`config.mk`:
```
export PLATFORM = sky130hd
export DESIGN_NAME = md5_block_padder
export DESIGN_NICKNAME = d
export VERILOG_FILES = /design/src/rtl/md5_block_padder.sv
export SDC_FILE = /design/constraint.sdc
export NUM_CORES = 2
export LEC_CHECK = 0
export BUFFER_PORTS_ARGS = -buffer_cell sky130_fd_sc_hd__buf_2
export CAP_MARGIN = 30
export CORE_ASPECT_RATIO = 2
export CORE_MARGIN = 2
export CORE_UTILIZATION = 48
export DETAILED_ROUTE_END_ITERATION = 8
export PLACE_DENSITY_LB_ADDON = 0.05
export SLEW_MARGIN = 20
export SYNTH_ARGS = -nofsm -noshare
export SYNTH_HDL_FRONTEND = slang
export SYNTH_SLANG_ARGS = --single-unit
```
`constraint.sdc`:
```
create_clock -name clk -period 9.85 [get_ports clk]
set_input_delay 1.97 -clock clk [delete_from_list [all_inputs] [get_ports clk]]
set_output_delay 1.97 -clock clk [all_outputs]
set_load 0.02 [all_outputs]
```
`src/rtl/md5_block_padder.sv`:
```
// md5_block_padder: packs a byte stream into 512-bit MD5 blocks and applies
// standard MD5 padding (0x80 marker, zero fill, little-endian bit length).
// Each block is presented with first/final flags.
// Optional macro MD5_HEX_OUT_EN adds a digest-to-ASCII-hex serialiser,
// which emits 32 lowercase characters.
module md5_block_padder #(
  parameter int LEN_W = 64
) (
  input  logic         clk,
  input  logic         reset,
  input  logic         in_valid,
  input  logic [7:0]   in_byte,
  input  logic         in_keep,
  input  logic         in_last,
  output logic         in_ready,
  output logic         blk_valid,
  output logic [511:0] blk_data,
  output logic         blk_first,
  output logic         blk_final,
  input  logic         blk_ready,
  output logic         busy
`ifdef MD5_HEX_OUT_EN
  ,
  input  logic         dig_valid,
  input  logic [127:0] dig,
  output logic         dig_ready,
  output logic         hex_valid,
  output logic [7:0]   hex_char,
  input  logic         hex_ready
`endif
);

  typedef enum logic [1:0] {FILL, EMIT, EXTRA, EMIT_LAST} state_t;

  state_t           state;
  logic [5:0]       idx;
  logic [LEN_W-1:0] len;
  logic             first;
  logic             started;     // at least one message byte has been taken
  logic             pend_extra;  // a length-only block must follow this one
  logic             extra_mark;  // the length-only block also carries the 0x80 marker

  // Candidate block contents if the presented token were accepted now.
  logic [6:0]       cnt_c;
  logic [LEN_W-1:0] len_c;
  logic [511:0]     data_c;

  assign in_ready  = (state == FILL);
  assign blk_valid = (state == EMIT) || (state == EMIT_LAST);
  assign busy      = (state != FILL) || started;

  // Merge the incoming byte and, on the last token, the marker and length.
  always_comb begin
    len_c  = len + (in_keep ? LEN_W'(8) : '0);
    cnt_c  = {1'b0, idx} + {6'b0, in_keep};
    data_c = blk_data;
    if (in_keep) data_c[{idx, 3'b000} +: 8] = in_byte;
    if (in_last) begin
      if (cnt_c < 7'd64) data_c[{cnt_c[5:0], 3'b000} +: 8] = 8'h80;
      if (cnt_c <= 7'd55) data_c[511:448] = 64'(len_c);
    end
  end

  // Padder FSM: fill, emit, optional length-only block, final emit.
  always_ff @(posedge clk) begin
    if (reset) begin
      state      <= FILL;
      idx        <= '0;
      len        <= '0;
      first      <= 1'b1;
      started    <= 1'b0;
      pend_extra <= 1'b0;
      extra_mark <= 1'b0;
      blk_data   <= '0;
      blk_first  <= 1'b0;
      blk_final  <= 1'b0;
    end else begin
      case (state)
        FILL: begin
          if (in_valid) begin
            if (in_last) begin
              blk_data  <= data_c;
              len       <= len_c;
              blk_first <= first;
              if (cnt_c <= 7'd55) begin
                state     <= EMIT_LAST;
                blk_final <= 1'b1;
              end else begin
                state      <= EMIT;
                blk_final  <= 1'b0;
                pend_extra <= 1'b1;
                extra_mark <= cnt_c[6];
              end
            end else if (in_keep) begin
              blk_data <= data_c;
              len      <= len_c;
              idx      <= idx + 6'd1;
              started  <= 1'b1;
              if (idx == 6'd63) begin
                state     <= EMIT;
                blk_first <= first;
                blk_final <= 1'b0;
              end
            end
          end
        end
        EMIT: begin
          if (blk_ready) begin
            blk_data  <= '0;
            idx       <= '0;
            first     <= 1'b0;
            blk_first <= 1'b0;
            state     <= pend_extra ? EXTRA : FILL;
          end
        end
        EXTRA: begin
          blk_data   <= {64'(len), 440'b0, (extra_mark ? 8'h80 : 8'h00)};
          pend_extra <= 1'b0;
          blk_first  <= first;
          blk_final  <= 1'b1;
          state      <= EMIT_LAST;
        end
        default: begin
          if (blk_ready) begin
            blk_data  <= '0;
            idx       <= '0;
            len       <= '0;
            first     <= 1'b1;
            started   <= 1'b0;
            blk_first <= 1'b0;
            blk_final <= 1'b0;
            state     <= FILL;
          end
        end
      endcase
    end
  end

`ifdef MD5_HEX_OUT_EN
  logic [127:0] dig_q;
  logic [4:0]   hcnt;
  logic [7:0]   hbyte;

  function automatic logic [7:0] hex_ascii(input logic [3:0] n);
    return (n < 4'd10) ? (8'h30 + {4'h0, n}) : (8'h57 + {4'h0, n});
  endfunction

  assign hbyte    = dig_q[{hcnt[4:1], 3'b000} +: 8];
  assign hex_char = hex_ascii(hcnt[0] ? hbyte[3:0] : hbyte[7:4]);

  // Digest capture and one-character-per-handshake serialisation.
  always_ff @(posedge clk) begin
    if (reset) begin
      dig_q     <= '0;
      hcnt      <= '0;
      hex_valid <= 1'b0;
      dig_ready <= 1'b1;
    end else if (dig_valid && dig_ready) begin
      dig_q     <= dig;
      hcnt      <= '0;
      hex_valid <= 1'b1;
      dig_ready <= 1'b0;
    end else if (hex_valid && hex_ready) begin
      if (hcnt == 5'd31) begin
        hex_valid <= 1'b0;
        dig_ready <= 1'b1;
      end else begin
        hcnt <= hcnt + 5'd1;
      end
    end
  end
`endif

endmodule
```
==> key figures <==
Detailed routing
  • Vias: around 30000
  • Routed WL per cell: 29.69 um
  • Vias per Instance: around 6.6
  • # DRC: 0
  • DRT iter0 DRCs: 3002
  • Antenna-violating nets left: 0
  • Total wire length: 135100 um
  • Pre-Repair DR Iteration Count: 7

Placed design
  • Area after DPL: 30670 um2
  • HPWL Detailed: 101400 um
  • I/O Buffers: 530
  • Global placement routability congestion: between 1 and 1.5

Min path
  • Worst Hold Path EP: blk_data[376]
  • Hold path cells: 2
  • Hold path start: blk_data[376]
  • Hold Path Class: flip-flop to flip-flop

Die
  • Die area: 59460 um2
  • I/O pin count: around 530
  • Die width: 173.4 um
  • Site row count: approximately 120
  • Core area: 56940 um2
  • Die Height: 342.8 um
  • Starting Density: 48.39%

CTS
  • Post-CTS sizing: 0
  • Setup bufs post-CTS: 0
  • Max clock buf depth: 3
  • CTS root buffer: clkbuf_16
  • Worst-Skew Late Latency: 620 ps
  • Hold-fix buffers, CTS: 0
  • Clock edge transition at the registers on the reported setup and hold paths: around 70 ps
  • CTS Sinks: about 590
  • H-tree depth: 2
  • CTS buffer count: 52
  • CTS tree: yes

Yosys
  • EDFF count, synth: 0
  • Sequential area share after synthesis: between 40% and 50%
  • Top cells by area, synth: dfxtp_1 (43%), nor2_1 (5.6%), a21oi_1 (5.1%)
  • Syn Inst Count: 3353
  • Post-Syn Area: 27560 um2
  • Ys flop type: dfxtp_1
  • Syn_area_per_cell: a little over 8 um2
  • Asr flop ratio synth: 0%
  • Synthesized net count: 3385
  • Top cell type's share of synthesized area: a little over two fifths
  • Commonest cells in the netlist: dfxtp_1 (587), nor2_1 (411), nand2_1 (302)
  • Most common cell in the netlist: dfxtp_1
  • Yosys reg bits: 587
  • Largest area contributor in the netlist: dfxtp_1
  • Yosys cell types: 98
  • Warnings from Yosys: 0

Timing
  • Setup violators final: 0
  • Fmax: 162.2 MHz
  • RSZ-0062 raised after global routing: false
  • Slew @ Worst Pin: 1085 ps
  • Setup Skew: ~30 ps
  • Fin Setup TNS: 0 ps
  • Tcrit/Tclk final: 62.58%
  • Slew Limit Fails: 0
  • Slew HR: about 28%
  • Final hold slack: approximately 450 ps
  • Final hold violation count: 0
  • Fin crit period: 6165 ps

Setup path
  • WS Path Type: input pin to flip-flop
  • RR Endpoint: blk_data[443]
  • Reg2reg path depth: 12
  • CP Capture Type: flip-flop
  • CP arrival: 6670 ps
  • Reg2reg start: idx[0]
  • Reg2Reg Setup Slack: 4810 ps
  • CP startpoint kind: input pin
  • Data required, critical path: 10350 ps
  • Crit-path max FO: 28

Run status
  • Run status: finished clean

Power and ir drop
  • Pwr per Cell Area: roughly 220 nW/um2
  • P_leak: 12.96 nW
  • Total power: 7.184 mW
  • Worst IR Drop VDD: 0.1914 mV

GRT
  • Initial antenna violation count: 6
  • Global-route usage over all layers: about 44%
  • Grt ovf: 0
  • First-pass GRT wire length: 194000 um
  • Largest net degree at the start of global routing: 90
  • Vias in the first global route: approximately 29000

Final layout
  • Final Cell Area: roughly 33000 um2
  • P&R area growth vs syn: 18.09%
  • Final core occ: 57.15%
  • Layout cells sized above 1: between 20 and 25%
  • Nets: approximately 3800

Flow run
  • Max-Cap Viols: 0
==> worst max-delay path: stages <==
cell      delay, ps
buf_2           520
ha_1            260
ha_1            300
inv_1           110
ha_1            340
nor4b_1         450
a31o_2          240
nand3_1         370
a21oi_1         660
nand2_1         530
o221ai_1        360
a21oi_1         220
a22o_1          310
==> layout by cell type, fill, tap and decap left out, types with 48 or more instances in the layout <==
cell	count
o2bb2ai_1	49
clkbuf_16	53
dfxtp_1	587
mux2i_1	86
nor3_1	144
nand2_1	301
buf_4	56
a31oi_1	48
buf_2	531
nand3_1	149
nor2_1	407
a22o_1	134
and3_1	54
a21oi_1	281
o21ai_0	205
==> metal layers <==
metal	vias to the layer above	global-route usage (%)	routed length, um
met1	14350	45.56	44760
met5	-	0	47
met3	614	9.519	12320
met4	8	35.95	13130
met2	1989	74.87	64850
li1	13190	-	-
==> final cells by class <==
| class | count | area (um2) |
|---|---|---|
| Multi-Input combinational cell | 2484 | 14740 |
| Antenna cell | 2 | 5.005 |
| Timing Repair Buffer | 592 | 3151 |
| Clock inverter | 24 | 282.8 |
| Tap cell | 756 | 945.9 |
| Sequential cell | 587 | 11750 |
| Clock buffer | 71 | 1534 |
| Inverter | 35 | 131.4 |
| Fill cell | 5345 | 24400 |
==> sequential cells by signal, indices dropped and copies added (netlist names) <==
signal,count
blk_final,1
blk_data,512
blk_first,1
state,2
pend_extra,1
extra_mark,1
first,1
len,61
started,1
idx,6
==> per-stage QoR <==
stage                     std cells  setup WS, ps
after floorplan                3353          5011
after detailed placement       4449          3234
final                          4551          3685
after global routing           4549          3528
after global placement         4444          3315
after CTS                      4544          3852
==> worst max-delay path by stage <==
| stage | startpoint | endpoint | slack [ps] | depth (start not counted) |
|---|---|---|---|---|
| 6_report | in_keep | blk_data[443] | 3690 | 13 |
| 3_3_place_gp | in_keep | blk_data[213] | 3310 | 12 |
| 3_5_place_dp | in_keep | blk_data[214] | 3230 | 12 |
| 2_1_floorplan | in_keep | blk_data[472] | 5010 | 12 |
| 4_1_cts | in_keep | blk_data[214] | 3850 | 12 |
| 5_1_grt | in_keep | blk_data[116] | 3530 | 12 |
==> logic make-up (layout without fill, tap and decap cells) <==
group / count (synthesis) / count (layout) / synth area share (%)
xor gates and xnor gates: 23 / 23 / 0.7856
AOI/OAI and AO/OA: 1070 / 1070 / 26.19
DFF: 587 / 587 / 42.65
buffers and inverters: 282 / 722 / 4.177
adders and majority gates: 18 / 18 / 0.8173
muxes: 89 / 89 / 3.247
other: 0 / 2 / 0
and+or+nand+nor: 1284 / 1284 / 22.14
==> power by group <==
part / switching, mW / internal (mW)
Combinational: 2.04 / 0.515
Sequential: 0.0314 / 2.40
Clock: 0.977 / 1.23
Note: power is estimated with default switching activity, not from simulation.
